$ cat config.mk
export PLATFORM = sky130hd
export DESIGN_NAME = serial_subtractor
export DESIGN_NICKNAME = d
export VERILOG_FILES = /design/src/rtl/sub_pkg.sv /design/src/rtl/full_subtractor.sv /design/src/rtl/half_subtractor.sv /design/src/rtl/serial_subtractor.sv
export SDC_FILE = /design/constraint.sdc
export NUM_CORES = 1
export LEC_CHECK = 0
export ABC_AREA = 0
export BUFFER_PORTS_ARGS = -buffer_cell sky130_fd_sc_hd__buf_2
export CELL_PAD_IN_SITES_DETAIL_PLACEMENT = 1
export CELL_PAD_IN_SITES_GLOBAL_PLACEMENT = 2
export CORE_MARGIN = 4
export CORE_UTILIZATION = 36
export CTS_CLUSTER_DIAMETER = 60
export DETAILED_ROUTE_END_ITERATION = 16
export GPL_TIMING_DRIVEN = 1
export HOLD_SLACK_MARGIN = 0.08
export MAX_ROUTING_LAYER = met4
export PLACE_DENSITY = 0.93
export SETUP_SLACK_MARGIN = 0.02
export SLEW_MARGIN = 10
export SYNTH_ARGS = -nofsm -noshare
export SYNTH_HDL_FRONTEND = slang
export SYNTH_HIERARCHICAL = 1
export SYNTH_SLANG_ARGS = --single-unit
export TNS_END_PERCENT = 1
$ cat constraint.sdc
create_clock -name clk -period 3.94 [get_ports clk]
set_input_delay 0.197 -clock clk [delete_from_list [all_inputs] [get_ports clk]]
set_output_delay 0.197 -clock clk [all_outputs]
set_load 0.01 [all_outputs]
$ cat src/rtl/sub_pkg.sv
`default_nettype none
// ===========================================================================
// sub_pkg : shared state encoding and width limit for the serial subtractor
// Revision: 1.0
// ===========================================================================
package sub_pkg;

  localparam logic [1:0] ST_IDLE  = 2'd0;
  localparam logic [1:0] ST_SHIFT = 2'd1;
  localparam logic [1:0] ST_DONE  = 2'd2;

  localparam int MAX_WIDTH = 32;

endpackage
`default_nettype wire

$ cat src/rtl/full_subtractor.sv
`default_nettype none
// ===========================================================================
// full_subtractor : one-bit a - b - bin from two half subtractors
// Revision: 1.0
// ===========================================================================
module full_subtractor (
  input  logic a,
  input  logic b,
  input  logic bin,
  output logic d,
  output logic bout
);

  logic d1;
  logic b1;
  logic b2;

  half_subtractor u_hs_ab (
    .a    (a),
    .b    (b),
    .d    (d1),
    .bout (b1)
  );

  half_subtractor u_hs_bin (
    .a    (d1),
    .b    (bin),
    .d    (d),
    .bout (b2)
  );

  assign bout = b1 | b2;

endmodule
`default_nettype wire

$ cat src/rtl/half_subtractor.sv
`default_nettype none
// ===========================================================================
// half_subtractor : one-bit a - b with borrow out
// Revision: 1.0
// ===========================================================================
module half_subtractor (
  input  logic a,
  input  logic b,
  output logic d,
  output logic bout
);

  assign d    = a ^ b;
  assign bout = ~a & b;

endmodule
`default_nettype wire

$ cat src/rtl/serial_subtractor.sv
`default_nettype none
// ===========================================================================
// serial_subtractor : bit-serial unsigned a - b, LSB first, start/done handshake
// Revision: 1.0
// ===========================================================================
module serial_subtractor
  import sub_pkg::*;
#(
  parameter int WIDTH = 8
) (
  input  logic             clk,
  input  logic             rst_n,
  input  logic             start,
  input  logic [WIDTH-1:0] a,
  input  logic [WIDTH-1:0] b,
  output logic             busy,
  output logic             done,
  output logic [WIDTH-1:0] diff,
  output logic             borrow_out
);

  localparam int              CNT_W    = $clog2(WIDTH + 1);
  localparam logic [CNT_W-1:0] CNT_LAST = CNT_W'(WIDTH - 1);

  if (WIDTH < 1 || WIDTH > MAX_WIDTH) begin : g_bad_width
    $error("serial_subtractor: WIDTH out of range");
  end

  logic [1:0]       state_q, state_d;
  logic [CNT_W-1:0] cnt_q, cnt_d;
  logic [WIDTH-1:0] a_sr_q, a_sr_d;
  logic [WIDTH-1:0] b_sr_q, b_sr_d;
  logic             bin_q, bin_d;
  logic [WIDTH-1:0] diff_q, diff_d;
  logic             bout_q, bout_d;

  logic             fs_d;
  logic             fs_bout;
  logic [WIDTH-1:0] a_sr_next;
  logic             accept;
  logic             last_shift;

  full_subtractor u_fs (
    .a    (a_sr_q[0]),
    .b    (b_sr_q[0]),
    .bin  (bin_q),
    .d    (fs_d),
    .bout (fs_bout)
  );

  // The minuend register doubles as the result register: each consumed
  // minuend bit at the bottom frees a slot at the top for a difference bit.
  if (WIDTH == 1) begin : g_w1
    assign a_sr_next = fs_d;
  end else begin : g_wn
    assign a_sr_next = {fs_d, a_sr_q[WIDTH-1:1]};
  end

  assign accept     = start && (state_q == ST_IDLE || state_q == ST_DONE);
  assign last_shift = (state_q == ST_SHIFT) && (cnt_q == CNT_LAST);

  always_ff @(posedge clk or negedge rst_n) begin
    if (!rst_n) begin
      state_q <= ST_IDLE;
    end else begin
      state_q <= state_d;
    end
  end

  always_comb begin
    state_d = state_q;
    case (state_q)
      ST_IDLE:  if (accept) state_d = ST_SHIFT;
      ST_SHIFT: if (last_shift) state_d = ST_DONE;
      ST_DONE:  state_d = accept ? ST_SHIFT : ST_IDLE;
      default:  state_d = ST_IDLE;
    endcase
  end

  always_comb begin
    busy       = (state_q == ST_SHIFT);
    done       = (state_q == ST_DONE);
    diff       = diff_q;
    borrow_out = bout_q;
  end

  always_comb begin
    cnt_d  = cnt_q;
    a_sr_d = a_sr_q;
    b_sr_d = b_sr_q;
    bin_d  = bin_q;
    diff_d = diff_q;
    bout_d = bout_q;
    if (accept) begin
      a_sr_d = a;
      b_sr_d = b;
      bin_d  = 1'b0;
      cnt_d  = '0;
    end else if (state_q == ST_SHIFT) begin
      a_sr_d = a_sr_next;
      b_sr_d = b_sr_q >> 1;
      bin_d  = fs_bout;
      cnt_d  = cnt_q + CNT_W'(1);
      if (last_shift) begin
        diff_d = a_sr_next;
        bout_d = fs_bout;
      end
    end
  end

  always_ff @(posedge clk or negedge rst_n) begin
    if (!rst_n) begin
      cnt_q  <= '0;
      a_sr_q <= '0;
      b_sr_q <= '0;
      bin_q  <= 1'b0;
      diff_q <= '0;
      bout_q <= 1'b0;
    end else begin
      cnt_q  <= cnt_d;
      a_sr_q <= a_sr_d;
      b_sr_q <= b_sr_d;
      bin_q  <= bin_d;
      diff_q <= diff_d;
      bout_q <= bout_d;
    end
  end

endmodule
`default_nettype wire

* Word-level counts from Yosys, hierarchy flattened
Cells that the tools add are included.
** Storage, ports and cells
- Flip-flop bits (word level) :: 32
- Input port bits :: 19
- Output and inout port bits :: 11
- Word-level logic and storage cells :: 40
** Cells by class
- Add/sub/neg operators :: 1
- Equal/unequal tests :: 5
- Multiplexer cells :: 12
- Bitwise logic cells :: 8
- Reduce and logical (&&, ||, !) cells :: 7
** Operators by type and width (number)
- $mux 8 :: 4
- $mux 4 :: 2
- $pmux 2 s3 :: 1
- $add 4x1->4 const B :: 1
- $eq 4x3->1 const B :: 1
- $mux 2 :: 2
- $mux 1 :: 3
- $not 1->1 :: 3
- $reduce_and 3->1 :: 1
- $and 1x1->1 :: 2
- $eq 2x1->1 const B :: 1
- $eq 2x2->1 const B :: 1
- $logic_and 1x1->1 :: 2
- $logic_not 2->1 :: 1
- $ne 2x1->1 const B :: 1
- $ne 2x2->1 const B :: 1
- $reduce_and 2->1 :: 1
- $reduce_bool 2->1 :: 1
- $xor 1x1->1 :: 2
- $logic_or 1x1->1 :: 1
- $or 1x1->1 :: 1

* Longest topological paths before layout
Gate-level depths: netlist of the first run.
- Word-level depth :: 6
- Gate-level depth with buffers :: 8
- Gate-level depth less buffers :: 8

* By module
Netlist of the first run, hierarchy kept.
** By module, submodules not included
- serial_subtractor :: instances 1, cells an instance 125, area an instance 1365.1 um^2, sequential area each 800.8 um^2
- half_subtractor :: instances 2, cells an instance 3, area an instance 20.0 um^2, sequential area each 0.0 um^2
- full_subtractor :: instances 1, cells an instance 1, area an instance 6.3 um^2, sequential area each 0.0 um^2

* Worst setup path after synthesis of the first run
OpenSTA, ideal clock, no wires.
- Path kind :: register -> register
- Start point :: register a_sr_q[0]
- End point :: register bout_q, in the netlist borrow_out
- Setup time :: 0.125 ns
- Arrival :: 1.348 ns
- Required time :: 3.815 ns
- Path slack :: 2.467 ns
- Stages on the path, launching flop included :: 8
- Buffers on the path :: 0
- Clock period less this slack :: 1.473 ns
- Path through :: dfrtp_1 inv_1 ha_1 inv_1 inv_1 ha_1 or2_1 mux2_2
** On the way
- Cells in the longest elaborated chain, start to end :: 4
- Elaborated cells between the ends (all ways) :: 6
** RTL lines
- start: declaration :: line serial_subtractor.sv:31 : logic [WIDTH-1:0] a_sr_q, a_sr_d;
- start signal: assignment :: line serial_subtractor.sv:121 : a_sr_q <= a_sr_d;
- $xor 1x1->1 :: line half_subtractor.sv:13 : assign d = a ^ b;
- via u_fs.d1 :: line full_subtractor.sv:14 : logic d1;
- $not 1->1 :: line half_subtractor.sv:14 : assign bout = ~a & b;
- $and 1x1->1 :: line half_subtractor.sv:14
- via u_fs.b2 :: line full_subtractor.sv:16 : logic b2;
- $or 1x1->1 :: line full_subtractor.sv:32 : assign bout = b1 | b2;
- via fs_bout :: line serial_subtractor.sv:38 : logic fs_bout;
- end signal: assignment :: line serial_subtractor.sv:125 : bout_q <= bout_d;
- end: declaration :: line serial_subtractor.sv:35 : logic bout_q, bout_d;
The timed path passes the listed nets, and every way through them passes these cells.
A chain may end at the register's enable or synchronous reset.

* Worst setup path in the final report of the first run
- Start point :: register state_q[1]
- End point :: output port busy
** On the way
- Cells in the longest elaborated chain, start to end :: 1
** RTL lines
- start: declaration :: line serial_subtractor.sv:29 : logic [1:0] state_q, state_d;
- start signal: assignment :: line serial_subtractor.sv:66 : state_q <= state_d;
- $eq 2x1->1 :: line serial_subtractor.sv:81 : busy = (state_q == ST_SHIFT);
- end: declaration :: line serial_subtractor.sv:16 : output logic busy,
No other way between the ends.

==> results of run 1 <==
-- worst max-delay path, delay by kind of cell (launching register included) --
kind	cells	cell delay, ns
buffers and inverters	2	0.82
DFF	1	0.38
and+or+nand+nor	1	0.25
-- synthesized netlist by cell type --
cell / instances
a22oi_1: 5
nor2_1: 11
nand3_1: 6
nand2b_4: 1
nand4_1: 1
or2_1: 1
nand2_1: 27
inv_1: 5
mux2_2: 10
and2b_1: 2
nor3_4: 1
nand2b_1: 1
clkbuf_1: 1
mux2i_1: 2
dfrtp_1: 32
o21ai_0: 2
buf_2: 5
buf_4: 2
a31oi_1: 9
nor3_1: 1
o22ai_1: 1
a22o_1: 3
ha_1: 3
-- worst min path at each step --
| stage | start | end | slack [ns] | cells after the start |
|---|---|---|---|---|
| 2_1_floorplan | rst_n | a_sr_q[0]$_DFFE_PN0P_ | -0.1 | 0 |
| 3_3_place_gp | rst_n | b_sr_q[6]$_DFFE_PN0P_ | 0.28 | 1 |
| 3_5_place_dp | rst_n | b_sr_q[0]$_DFFE_PN0P_ | 0.29 | 1 |
| 4_1_cts | a[0] | a_sr_q[0]$_DFFE_PN0P_ | 0.12 | 3 |
| 5_1_grt | b[7] | b_sr_q[7]$_DFFE_PN0P_ | 0.14 | 2 |
| 6_report | b[0] | b_sr_q[0]$_DFFE_PN0P_ | 0.13 | 3 |
-- registers in the layout (all words and copies together), names as in the netlist --
signal / flops
borrow_out: 1
b_sr_q: 8
cnt_q: 4
diff: 8
a_sr_q: 8
state_q: 2
bin_q: 1
-- final cells by class --
class / count / area, um2 / share of cell area [%]
clock buffers: 7 / 96.34 / 5.637
clock inverters: 1 / 30.03 / 1.757
inverters: 5 / 18.77 / 1.098
multi-input cells: 87 / 548.0 / 32.06
flip-flops and latches: 32 / 800.8 / 46.85
well taps: 48 / 60.06 / 3.514
repair buffers: 30 / 155.1 / 9.078
-- cells by family after synthesis --
family / Yosys count
and+or+nand+nor: 52
adders and majority gates: 3
muxes: 12
buffers and inverters: 13
DFF: 32
AOI/OAI and AO/OA: 20
-- layer usage --
metal | track usage, % | vias up
li1 | - | 506
met1 | 19.02 | 530
met2 | 23.39 | 29
met3 | 5.114 | 9
met4 | 5.846 | 0
met5 | - | -
-- power by group through the flow --
| stage | Clock [W] | Combinational (W) | Sequential [W] |
|---|---|---|---|
| 4_1_cts | 0.000353 | 0.000582 | 0.000607 |
| 6_report | 0.000344 | 0.000566 | 0.000604 |
| 2_1_floorplan | 0 | 0.000413 | 0.000600 |
| 3_5_place_dp | 0 | 0.000579 | 0.000610 |
| 5_1_grt | 0.000366 | 0.000651 | 0.000629 |
| 3_3_place_gp | 0 | 0.000546 | 0.000597 |
-- what timing repair did --
action,4_1_cts,5_1_grt
endpoints found under the setup margin,0,0
resized for setup,0,0
endpoints found under the hold margin,32,0
hold buffers,1,0
-- per-stage QoR --
step           utilization, %  area (um2)  setup slack, ns  hold WS, ns
2_1_floorplan               -        1411            2.467     -0.09859
3_3_place_gp            42.32        1573            2.241       0.2769
3_5_place_dp            42.32        1573            2.201       0.2894
4_1_cts                 45.99        1709            1.984       0.1192
5_1_grt                 45.99        1709            1.864       0.1395
6_report                45.99        1709            1.998       0.1253
==> run metrics, run 1 <==
status=completed; synthesized cell area=1411 um2; area leader, netlist=dfrtp_1; Rel. slew slack=32.77%; wire length on met3=193 um; compound-cell area share of the yosys netlist=approximately a tenth; vias in the first global route=roughly 1200; via count=1074; YS warnings=6; Filler Cell Count=about 430; Worst EP arrival=1.75 ns; clk_skew=approximately 0.0043 ns; clk root buf=clkbuf_8; sequential element share of the synthesized area=between 50% and 60%; Ports=30; die height=70.62 um; CTS H-tree depth=2; Die X=between 70 and 80 um; CTS buffer count=5; post-layout net count=about 180; Final GP Congestion=0.7245; starting density of the core=37.98%; setup_tns=0 ns; launch point of the worst path=state_q[1]$_DFFE_PN0P_; final setup violation count=0; mux cell area share after synthesis=around a tenth; Setup CP Type=reg2out; Die Area=approximately 5000 um2; RSZ-0062 raised after global routing=no; Power per Cell Area=a little under 900 nW/um2; Core ar.=about 3700 um2; layout cell share with drive strength beyond 1=between 30 and 40%; critical-path maximum fanout=22; Total GRT Usage=approximately 15%; Seq cells post-synth=32; first-pass GRT wire length=5796 um; R2R Setup Slk=~2.2 ns; combinational power share=between 30% and 40%; Tcrit/Tclk final=between 40 and 50%; Via density=just over 5; CTS tree=built; M1 wire length=around 1500 um; most frequent cells in the layout=dfrtp_1, buf_2, nand2_1; clock slew at reported path FFs=0.07 ns; Switch Pwr=between 0.0005 and 0.0006 W; placed cell count=around 200; 1st-pass router iterations=2; final cell count without fillers=210; initial antenna violation count=0; r2r worst-path depth=4; Tot Pwr=about 0.0015 W; CP peak stage delay=roughly 0.57 ns; largest family of logic cells by synthesized area=simple AND/OR/NAND/NOR gates; top post-synthesis cells by area=dfrtp_1, mux2_2, nand2_1; Cell Rows=22; setup bufs post-CTS=0; Diodes inserted=0; Synth Area in Adders=under 10%; Clock Tree Buf Depth=2; required time worst endpoint=3.74 ns; sequential power share=around 40%; Clock Sink Count=32; xor and xnor area share after synthesis=0%; Period minus WS final=between 1.5 and 2 ns; largest net degree at the start of global routing=33; worst r2r src=state_q[1]$_DFFE_PN0P_; clock latency on the worst-skew pair=0.29 ns; clock power share=22.7%; worst reg2reg endpoint=bin_q$_DFFE_PN0P_; Post-Syn Area per Cell=10.69 um2; Post-DRT Antenna Nets=0; Iter 0 DRT Violations=50; DRC=0; synth unique cells=23; CP endpoint=busy; Internal=approximately 0.00097 W; slowest cell on the critical path=inv_1; worst-margin pin slew=just over 1 ns; dpl hpwl=approximately 2300 um; CP Launch Type=flip-flop; final hold vios=0; WL final=~3300 um; top cell type's share of synthesized area=~57%; Port Buffers=29; leakage=between 0.8 and 0.9 nW; Final Max Slew Viols=0; CP endpoint kind=output pin; Post-Syn Instances=~130; worst-path cell chain=nand2b_4 -> inv_1 -> buf_2; Switching Fraction=36.23%; max layer used=met4; Simple-Gate Fraction of Synth Area=between 10% and 20%; most common cell after layout, fill and taps aside=dfrtp_1; grt total ovfl=0; max cap viols=0; Area Growth Syn to Fin=21.10%; WL/cell=roughly 16 um; met2 WL=between 1500 and 2000 um; Hold WC Path Type=in2reg; FMAX=514.8 MHz; syn nets=154; peak supply drop=353.2 uV
Note: power is estimated with default switching activity, not from simulation.
==> run 2: changes to the inputs <==
CORE_UTILIZATION = 33   (was 36)
PLACE_DENSITY = 0.88   (was 0.93)
clock period = 1.8 ns   (was 3.94 ns; I/O delays follow)
==> run 2 against run 1 <==
Sequential share of layout area decreased by 2.6 points; sequential power increased by 120%; setup slack got worse by 1.9 ns; largest cell class unchanged; die area increased by 8.0%; largest power group is now combinational logic; first-iteration DRC count decreased by 2.0%; hold slack got worse by 0.036 ns; power increased by 110%; non-clock buffer count increased by 15; clock power increased by 62%; via count increased by 5.9%; final area increased by 5.9%; final cell count increased by 8.1%; critical path type unchanged.
==> run metrics, run 2 (synthesized netlist as in run 1, its figures left out) <==
status=completed; initial antenna violation count=0 (unchanged); vias in the first global route=1215 (-1.9%); clk_skew=0.002936 ns (-0.001374 ns); via count=1137 (+5.9%); Diodes inserted=0 (unchanged); Period minus WS final=approximately 1.7 ns; DRC=0 (unchanged); Die X=73.40 um (+3.9%); required time worst endpoint=1.71 ns (-2.03 ns); most frequent cells in the layout=dfrtp_1, buf_2, nand2_1; WL/cell=14.90 um (-4.6%); leakage=0.8821 nW (+5.7%); post-layout net count=198 (+8.2%); Final GP Congestion=0.7125 (-1.7%); Port Buffers=29 (unchanged); HP Start=b[2]; CTS H-tree depth=2 (unchanged); most common cell after layout, fill and taps aside=dfrtp_1; Die Area=5387 um2 (+8.0%); FMAX=between 600 and 700 MHz; clock slew at reported path FFs=0.06 ns (about the same); Total GRT Usage=14.48% (-0.87 points); Tcrit/Tclk final=92.38%; Worst path top cell family by delay=buffers and inverters; Clock Tree Buf Depth=2 (unchanged); CP peak stage delay=0.37 ns (-0.20 ns); Iter 0 DRT Violations=49 (-2.0%); Ports=30 (unchanged); slowest cell on the critical path=dfrtp_1; launch point of the worst path=state_q[1]$_DFFE_PN0P_; Core ar.=4058 um2 (+9.2%); worst-margin pin slew=0.7013 ns (-0.3071 ns); Worst Path Buf+Inv=3 (+1); Clock Sink Count=32 (unchanged); first-pass GRT wire length=5720 um (-1.3%); Rel. slew slack=53.24% (+20 points); clock latency on the worst-skew pair=0.28 ns (about the same); dpl hpwl=2384 um (+3.3%); CTS buffer count=5 (unchanged); CP Launch Type=flip-flop; Via density=5.009 (-2.1%); CTS tree=built; largest net degree at the start of global routing=33 (unchanged); clk root buf=clkbuf_8; max cap viols=0 (unchanged); starting density of the core=34.78% (-3.2 points); Hold WC Path Type=in2reg; Post-DRT Antenna Nets=0 (unchanged); Area Growth Syn to Fin=28.28%; RSZ-0062 raised after global routing=no; setup bufs post-CTS=0 (unchanged); Power per Cell Area=1773 nW/um2 (+100%); worst-path cell chain=nand2b_4 -> inv_1 -> buf_4 -> buf_2; Filler Cell Count=460 (+6.0%); final hold slack=0.08890 ns (-0.03644 ns); WL final=3382 um (+3.2%); final hold vios=0 (unchanged); 1st-pass router iterations=4 (+2); peak supply drop=799.4 uV (+130%); grt total ovfl=0 (unchanged); die height=73.40 um (+3.9%); Setup CP Type=reg2out; setup_tns=0 ns (unchanged); final setup violation count=0 (unchanged); critical-path maximum fanout=20 (-9.1%); Cell Rows=23 (+4.5%); Final Max Slew Viols=0 (unchanged); layout cell share with drive strength beyond 1=29.94% (-0.30 points); CP endpoint kind=output pin; Tot Pwr=0.003209 W (+110%); worst r2r src=a_sr_q[0]$_DFFE_PN0P_; Worst EP arrival=1.57 ns (-0.18 ns)
run 2: cell count changes in the layout (fill, tap and decap cells not counted), sizes merged:
cell,previous run,this run
dlygate4sd3,1,10
buf,29,35
bufinv,1,0
clkbuf,7,8
run 2: layer usage:
| metal | share of wire, % | global-route usage, % |
|---|---|---|
| met1 | 43 | 17.40 |
| met2 | 51 | 23.14 |
| met3 | 3.8 | 3.283 |
| met4 | 1.7 | 6.640 |
| met5 | 0 | - |
run 2: path summary, 6_finish.rpt:
path / slack (ns) / end / cells after the start
max: 0.14 / busy / 4
min: 0.09 / b_sr_q[2]$_DFFE_PN0P_ / 3
max reg2reg: 0.25 / borrow_out$_DFFE_PN0P_ / 7
min reg2reg: 0.50 / diff[5]$_DFFE_PN0P_ / 1
max in group asynchronous: 0.95 / a_sr_q[2]$_DFFE_PN0P_ / 2
min in group asynchronous: 0.39 / diff[3]$_DFFE_PN0P_ / 2
run 2: final cells by class:
cell class / count / area, um2 / share of cell area [%]
clock buffer: 8 / 90.09 / 4.976
inverter: 5 / 18.77 / 1.037
timing repair buffer: 45 / 290.3 / 16.03
tap: 50 / 62.56 / 3.455
multi-input combinational: 87 / 548.0 / 30.27
sequential: 32 / 800.8 / 44.23
run 2: stage by stage:
stage               instances  utilization, %  area (um2)  setup WS (ns)
finish                    227           44.62        1810         0.1371
global route              227           44.62        1810        0.03557
CTS                       227           44.62        1810         0.1285
detailed placement        209           39.93        1620         0.2431
global placement          209           39.93        1620         0.3021
floorplan                 132               -        1411         0.3272
run 2: worst min-delay path: stages:
cell	delay, ns
buf_2	0.10
nor2_1	0.10
a31oi_1	0.05
run 2: power breakdown:
group	internal (W)	leakage (nW)	total [W]	switching [W]
clock network	0.000311	0.0455	0.000557	0.000245
registers	0.00108	0.388	0.00131	0.000233
logic	0.000616	0.449	0.00134	0.000725
total	0.00201	0.882	0.00321	0.00120
run 2: repair_timing:
| action | 4_1_cts | 5_1_grt |
|---|---|---|
| endpoints found under the hold margin | 41 | 0 |
| gates resized for setup | 0 | 0 |
| hold buffers | 10 | 0 |
